<file path="src/rtl/id_ex_stage_reg.sv">
// ID/EX pipeline register.
// Captures the decoded operands, register indices and control bits coming from ID,
// and registers the 3-bit ALU operation code used by EX.
// Stall holds the stage, flush inserts a bubble, and reset empties the stage.
module id_ex_stage_reg #(
  parameter int unsigned DATA_W = 32,
  parameter int unsigned REG_AW = 5
) (
  input  logic              clk_i,
  input  logic              rst_i,
  input  logic              stall_i,
  input  logic              flush_i,
  input  logic              valid_i,
  input  logic [DATA_W-1:0] RS1data_i,
  input  logic [DATA_W-1:0] RS2data_i,
  input  logic [DATA_W-1:0] imm_i,
  input  logic [REG_AW-1:0] RS1addr_i,
  input  logic [REG_AW-1:0] RS2addr_i,
  input  logic [REG_AW-1:0] RDaddr_i,
  input  logic [6:0]        funct7_i,
  input  logic [2:0]        funct3_i,
  input  logic [1:0]        ALUOpClass_i,
  input  logic              ALUSrc_i,
  input  logic              RegWrite_i,
  input  logic              MemRead_i,
  input  logic              MemWrite_i,
  input  logic              MemtoReg_i,
  output logic              valid_o,
  output logic [DATA_W-1:0] Data1_o,
  output logic [DATA_W-1:0] Data2_o,
  output logic [DATA_W-1:0] RS2data_o,
  output logic [REG_AW-1:0] RS1addr_o,
  output logic [REG_AW-1:0] RS2addr_o,
  output logic [REG_AW-1:0] RDaddr_o,
  output logic [2:0]        ALUCtrl_o,
  output logic              illegal_o,
  output logic              RegWrite_o,
  output logic              MemRead_o,
  output logic              MemWrite_o,
  output logic              MemtoReg_o
);

  localparam logic [2:0] AluOr  = 3'd0;
  localparam logic [2:0] AluAnd = 3'd1;
  localparam logic [2:0] AluAdd = 3'd2;
  localparam logic [2:0] AluSub = 3'd3;
  localparam logic [2:0] AluMul = 3'd4;

  logic [2:0]        w_alu_ctrl;
  logic              w_illegal;
  logic [DATA_W-1:0] w_data2;

  logic              r_valid;
  logic [DATA_W-1:0] r_data1;
  logic [DATA_W-1:0] r_data2;
  logic [DATA_W-1:0] r_rs2data;
  logic [REG_AW-1:0] r_rs1addr;
  logic [REG_AW-1:0] r_rs2addr;
  logic [REG_AW-1:0] r_rdaddr;
  logic [2:0]        r_alu_ctrl;
  logic              r_illegal;
  logic              r_regwrite;
  logic              r_memread;
  logic              r_memwrite;
  logic              r_memtoreg;

  assign w_data2 = ALUSrc_i ? imm_i : RS2data_i;

  // Decode ALU op class + funct fields; unsupported encodings fall back to ADD and flag illegal.
  always_comb begin
    w_alu_ctrl = AluAdd;
    w_illegal  = 1'b0;
    unique case (ALUOpClass_i)
      2'b00: w_alu_ctrl = AluAdd;
      2'b01: w_alu_ctrl = AluSub;
      2'b10: begin
        if (funct7_i == 7'b0000001 && funct3_i == 3'b000) begin
          w_alu_ctrl = AluMul;
        end else if (funct7_i == 7'b0100000 && funct3_i == 3'b000) begin
          w_alu_ctrl = AluSub;
        end else if (funct7_i == 7'b0000000 && funct3_i == 3'b000) begin
          w_alu_ctrl = AluAdd;
        end else if (funct7_i == 7'b0000000 && funct3_i == 3'b111) begin
          w_alu_ctrl = AluAnd;
        end else if (funct7_i == 7'b0000000 && funct3_i == 3'b110) begin
          w_alu_ctrl = AluOr;
        end else begin
          w_alu_ctrl = AluAdd;
          w_illegal  = 1'b1;
        end
      end
      2'b11: begin
        case (funct3_i)
          3'b000:  w_alu_ctrl = AluAdd;
          3'b111:  w_alu_ctrl = AluAnd;
          3'b110:  w_alu_ctrl = AluOr;
          default: begin
            w_alu_ctrl = AluAdd;
            w_illegal  = 1'b1;
          end
        endcase
      end
      default: begin
        w_alu_ctrl = AluAdd;
        w_illegal  = 1'b0;
      end
    endcase
  end

  // Stage register: reset > flush > stall > load. An invalid load still captures data fields
  // but behaves as a bubble for valid, control, illegal and ALU op.
  always_ff @(posedge clk_i) begin
    if (!rst_i || flush_i) begin
      r_valid    <= 1'b0;
      r_data1    <= '0;
      r_data2    <= '0;
      r_rs2data  <= '0;
      r_rs1addr  <= '0;
      r_rs2addr  <= '0;
      r_rdaddr   <= '0;
      r_alu_ctrl <= '0;
      r_illegal  <= 1'b0;
      r_regwrite <= 1'b0;
      r_memread  <= 1'b0;
      r_memwrite <= 1'b0;
      r_memtoreg <= 1'b0;
    end else if (!stall_i) begin
      r_data1    <= RS1data_i;
      r_data2    <= w_data2;
      r_rs2data  <= RS2data_i;
      r_rs1addr  <= RS1addr_i;
      r_rs2addr  <= RS2addr_i;
      r_rdaddr   <= RDaddr_i;
      r_valid    <= valid_i;
      r_alu_ctrl <= valid_i ? w_alu_ctrl : 3'd0;
      r_illegal  <= valid_i & w_illegal;
      r_regwrite <= valid_i & RegWrite_i;
      r_memread  <= valid_i & MemRead_i;
      r_memwrite <= valid_i & MemWrite_i;
      r_memtoreg <= valid_i & MemtoReg_i;
    end
  end

  assign valid_o    = r_valid;
  assign Data1_o    = r_data1;
  assign Data2_o    = r_data2;
  assign RS2data_o  = r_rs2data;
  assign RS1addr_o  = r_rs1addr;
  assign RS2addr_o  = r_rs2addr;
  assign RDaddr_o   = r_rdaddr;
  assign ALUCtrl_o  = r_alu_ctrl;
  assign illegal_o  = r_illegal;
  assign RegWrite_o = r_regwrite;
  assign MemRead_o  = r_memread;
  assign MemWrite_o = r_memwrite;
  assign MemtoReg_o = r_memtoreg;

endmodule

</file>
<file path="config.mk">
export PLATFORM = sky130hd
export DESIGN_NAME = id_ex_stage_reg
export DESIGN_NICKNAME = d
export VERILOG_FILES = /design/src/rtl/id_ex_stage_reg.sv
export SDC_FILE = /design/constraint.sdc
export NUM_CORES = 1
export LEC_CHECK = 0
export CAP_MARGIN = 20
export CORE_ASPECT_RATIO = 1.2
export CORE_MARGIN = 10
export CORE_UTILIZATION = 39
export DETAILED_ROUTE_END_ITERATION = 16
export GPL_TIMING_DRIVEN = 0
export PLACE_DENSITY_LB_ADDON = 0.12
export SLEW_MARGIN = 40
export SYNTH_ARGS = -nofsm -noshare
export SYNTH_HDL_FRONTEND = slang
export SYNTH_SLANG_ARGS = --single-unit
export TNS_END_PERCENT = 50
</file>
<file path="constraint.sdc">
create_clock -name clk_i -period 1.81 [get_ports clk_i]
set_clock_uncertainty 0.1 [all_clocks]
set_input_delay 0.543 -clock clk_i [delete_from_list [all_inputs] [get_ports clk_i]]
set_output_delay 0.543 -clock clk_i [all_outputs]
set_load 0.005 [all_outputs]
</file>
; Yosys cells after proc, flatten, opt, wreduce, memory -nomap -nowiden
; Cells that the tools add are included.
[totals]
reg_bits = 120
latch_bits = 0
ram_bits = 0
rom_bits = 0
input_bits = 133
output_inout_bits = 120
wordCells = 52
memories = 0
[classes]
addsub = 0
multipliers = 0
n_div = 0
order_cmp = 0
eq_ne = 7
shift = 0
mux = 16
bitwise_logic = 5
n_reduce_logical = 11
[ops]
columns = op, count
row1 = $mux 32, 1
row2 = $pmux 3 s4, 1
row3 = $mux 2, 4
row4 = $eq 7x1->1 const B, 1
row5 = $eq 7x6->1 const B, 1
row6 = $logic_not 7->1, 1
row7 = $eq 3x3->1 const B, 2
row8 = $mux 1, 6
row9 = $mux 3, 2
row10 = $and 1x1->1, 5
row11 = $logic_and 1x1->1, 5
row12 = $eq 2x2->1 const B, 2
row13 = $pmux 2 s2, 1
row14 = $logic_not 3->1, 1
row15 = $reduce_or 3->1, 1
row16 = $eq 2x1->1 const B, 1
row17 = $logic_not 2->1, 1
row18 = $pmux 1 s2, 1
row19 = $logic_not 1->1, 1
row20 = $logic_or 1x1->1, 1

; Logic depth before layout (Yosys ltp)
[logic_depth]
depth_word = 9
mapped_depth = 6
ltp_nobuf = 4

; Worst setup path after synthesis
; No wires, ideal clock.
[synth_timing]
kind = in2reg
start = input port funct7_i[1]
end = register r_alu_ctrl[1], in the netlist ALUCtrl_o[1]
setup_ns = 0.117
arrival_ns = 1.428
t_required_ns = 1.593
setup_slack_ns = 0.165
stages = 4
n_path_buf = 0
path_cell_list = or3_4 > nor4_4 > o21ai_1 > a32o_1
[synth_between]
elab_chain_len = 9
elab_cells_between_ends = 15
classes_between = eq/ne (2) / mux (7) / reduce/logical (6)
[synth_lines]
columns = item, line
row1 = "start, declared", 20  ; input logic [6:0] funct7_i,
row2 = $logic_not 7->1, "81, 83, 85"
row3 = $logic_and 1x1->1, 85  ; end else if (funct7_i == 7'b0000000 && funct3_i == 3'b110) begin
row4 = $mux 2, 85
row5 = $mux 2, 83  ; end else if (funct7_i == 7'b0000000 && funct3_i == 3'b111) begin
row6 = $mux 2, 81  ; end else if (funct7_i == 7'b0000000 && funct3_i == 3'b000) begin
row7 = $mux 2, 79  ; end else if (funct7_i == 7'b0100000 && funct3_i == 3'b000) begin
row8 = $mux 3 (*), 77  ; if (funct7_i == 7'b0000001 && funct3_i == 3'b000) begin
row9 = $pmux 3 s4 (*), 73  ; unique case (ALUOpClass_i)
row10 = $mux 3 (*), 135  ; r_alu_ctrl <= valid_i ? w_alu_ctrl : 3'd0;
row11 = "end signal, assigned", 135
row12 = "end, declared", 60  ; logic [2:0] r_alu_ctrl;
; Every way passes the cells marked *; elsewhere a longest branch is shown, timed or not.
; A chain may end at the register's enable or synchronous reset.

; Worst setup path after layout
[layout_timing]
start = input port flush_i
end = register r_data2[13], in the netlist Data2_o[13]
[layout_between]
elab_chain_len = 1
[layout_lines]
columns = item, line
row1 = "start, declared", 12  ; input logic flush_i,
row2 = $logic_or 1x1->1, 113  ; if (!rst_i || flush_i) begin
row3 = "end signal, assigned", 129  ; r_data2 <= w_data2;
row4 = "end, declared", 55  ; logic [DATA_W-1:0] r_data2;
; No other way between the ends.

==> summary.md <==
| Metric | Value |
|---|---|
| Final setup fails | 0 |
| Post-layout net count | about 900 |
| Max-cap viol count | 0 |
| # clock sinks | 120 |
| Clock Path Buffers | 2 |
| Initial core utilization | 0.401 |
| Crit path DAT | 1.89 ns |
| Distinct cell type count after synthesis | 28 |
| # Post-CTS Setup Buffers | 0 |
| Port buffer count | 250 |
| GR Util All Layers | 0.196 |
| Drt pass-1 iters | 4 |
| CTS Buf Count | 17 |
| CP Max Fanout | 10 |
| Syn_nets | 614 |
| Post-Place Cells | 888 |
| Fin cells | 917 |
| Die width | 120 um |
| Htree depth | 4 |
| Switching Fraction | 0.225 |
| Final period utilization | 0.939 |
| Commonest non-fill, non-tap cells in the layout | nor2_1 (149), clkdlybuf4s50_1 (130), dfxtp_1 (120), dlygate4sd2_1 (120), mux2i_1 (111) |
| Final Util | 0.665 |
| Syn. warnings | 0 |
| Congestion Overflow GR | 0 |
| RSZ-0062 raised after global routing | yes |
| CTS root buf | clkbuf_16 |
| Die area | around 17000 um^2 |
| Mean post-synth cell area | 9.68 um^2 |
| Number of synthesized flops with an enable pin | 0 |
| P_sw | 1.49 mW |
| Leakage | 3.79 nW |
| Drt drc | 0 |
| Final wirelength | approximately 16 mm |
| Mapped cell area | 4660 um^2 |
| Cell Area, Placed | 7360 um^2 |
| Pint | 5.10 mW |
| Clk_lat worst skew | 0.40 ns |
| R2R cell count | 2 |
| Worst Max-Slew Pin Slew | around 0.46 ns |
| Ys async rst share | 0 |
| Routed len/inst | 18.0 um |
| PwrDens | 852 nW/um^2 |
| DPL Wire Length | around 13 mm |
| Sequential element share of the synthesized area | 0.516 |
| Total power | 6.59 mW |
| Hold path depth | 2 |
| Clk pwr share | 0.445 |
| Antenna Nets Post-Route | 0 |
| Fin area | 7730 um^2 |
| Initial antenna violation count | 0 |
| Core Area | around 12000 um^2 |
| Largest net degree at the start of global routing | 17 |
| Achievable Freq | 588 MHz |
| Routability-driven placement congestion ratio | ~0.82 |
| Die height | 140 um |
| IO Pins | 253 |
| Min-Delay Path Class | reg -> reg |
| Final Hold Vio Count | 0 |
| Layout area overhead | 66.1% |
| Max-slew violations | 0 |
| Sequential power share | 0.421 |
| First-pass GRT wire length | 25.8 mm |
| Cells after synthesis | about 480 |
| CP Class | in -> reg |
| Fin crit period | 1.70 ns |
| CTS tree | done |
| Logic gate share of total power | 0.134 |
| Fraction of layout cells with a size suffix above 1 | 0.0711 |
| Flops & latches, synth | between 100 and 150 |
| Worst setup SP type | input port |
| Antenna fix cells | 0 |
| # rows | 43 |
| Most common cell after layout, fill and taps aside | nor2_1 |
| Slew HR | 0.695 |
| Vias | 4390 |
| # fillers | 996 |
| Run status | complete, no violations |
| Reg clk slew, reported paths | 0.05 ns |
| Initial DRC count | 208 |
| Number of global-route vias before repair | 4750 |
| Type of destination of the critical path | register |
| Vias/cell | 4.79 |
| Data required, critical path | 2.00 ns |
| Max IR drop VDD | 572 uV |
| Top_reg_cell synth | dfxtp_1 |
## through the flow
| stage | hold WS (ns) | setup TNS [ns] | worst slack (ns) |
|---|---|---|---|
| 2_1_floorplan | 0.374 | 0 | 0.165 |
| 3_3_place_gp | 0.367 | -41.14 | -0.606 |
| 3_5_place_dp | 0.376 | -42.76 | -0.621 |
| 4_1_cts | 0.383 | 0 | 0.00989 |
| 5_1_grt | 0.405 | 0 | 0.0123 |
| 6_report | 0.378 | 0 | 0.110 |
## kinds of logic after synthesis
kind of cell           Yosys count  synth area share
AO/OA/AOI/OAI                   49            0.0623
buffers and inverters           37            0.0387
flip-flops                     120             0.516
multiplexers                   111             0.239
AND/OR/NAND/NOR                164             0.145
## power by group through the flow
stage / Combinational (mW) / Sequential (mW) / Clock [mW]
6_report: 0.880 / 2.77 / 2.94
5_1_grt: 0.965 / 2.78 / 3.11
4_1_cts: 0.891 / 2.77 / 2.98
3_5_place_dp: 0.941 / 2.83 / 0
3_3_place_gp: 0.927 / 2.82 / 0
2_1_floorplan: 0.362 / 2.84 / 0
## critical path: stages
cell	delay [ns]
clkdlybuf4s50_1	0.47
nand2b_1	0.10
clkbuf_4	0.22
buf_4	0.22
clkbuf_2	0.25
nor2_1	0.07
## per-layer routing
| layer | global-route usage | up-vias | routed length [um] |
|---|---|---|---|
| met5 | 0 | - | 0 |
| met4 | 0.0789 | 0 | 417 |
| met3 | 0.0963 | 24 | 1800 |
| met2 | 0.338 | 181 | 8200 |
| met1 | 0.196 | 2014 | 6050 |
| li1 | - | 2171 | - |
## state kept, by name, summed over array words and instances, names as in the netlist
| signal | flops |
|---|---|
| ALUCtrl_o | 3 |
| Data1_o | 32 |
| Data2_o | 32 |
| MemRead_o | 1 |
| MemWrite_o | 1 |
| MemtoReg_o | 1 |
| RDaddr_o | 5 |
| RS1addr_o | 5 |
| RS2addr_o | 5 |
| RS2data_o | 32 |
| RegWrite_o | 1 |
| illegal_o | 1 |
| valid_o | 1 |
## Yosys cell counts, drive strengths merged, types with 3 or more instances
library cell    n  area, um^2
clkbuf         14        52.6
mux2i         111        1110
a22oi           4        30.0
a21oi          34         170
nor2          149         559
dfxtp         120        2400
buf            21         120
nor3            3        20.0
nand2b          3        18.8
## final cells by class
type                       count  area [um^2]  area share
clock buffer                  25          495      0.0641
inverter                       2         7.51    0.000971
sequential                   120         2400       0.311
timing repair buffer         250         2350       0.304
tap                          157          196      0.0254
buffer                        35          185      0.0239
clock inverter                 4         20.0     0.00259
multi-input combinational    324         2070       0.268
## worst paths after layout
check	from	endpoint	slack, ns
worst min register to register	Data2_o[16]$_SDFFE_PP0N_	Data2_o[16]$_SDFFE_PP0N_	0.38
worst min-delay path	Data2_o[16]$_SDFFE_PP0N_	Data2_o[16]$_SDFFE_PP0N_	0.38
worst max register to register	illegal_o$_SDFFE_PP0N_	illegal_o$_SDFFE_PP0N_	1.03
worst max-delay path	flush_i	Data2_o[13]$_SDFFE_PP0N_	0.11
## repair_timing
item,in CTS,in global routing
gates cloned,0,0
hold buffers,0,0
resized for setup,123,9
pin swaps,0,0
endpoints found under the setup margin,140,60
Power figures use the tool's default switching activity.
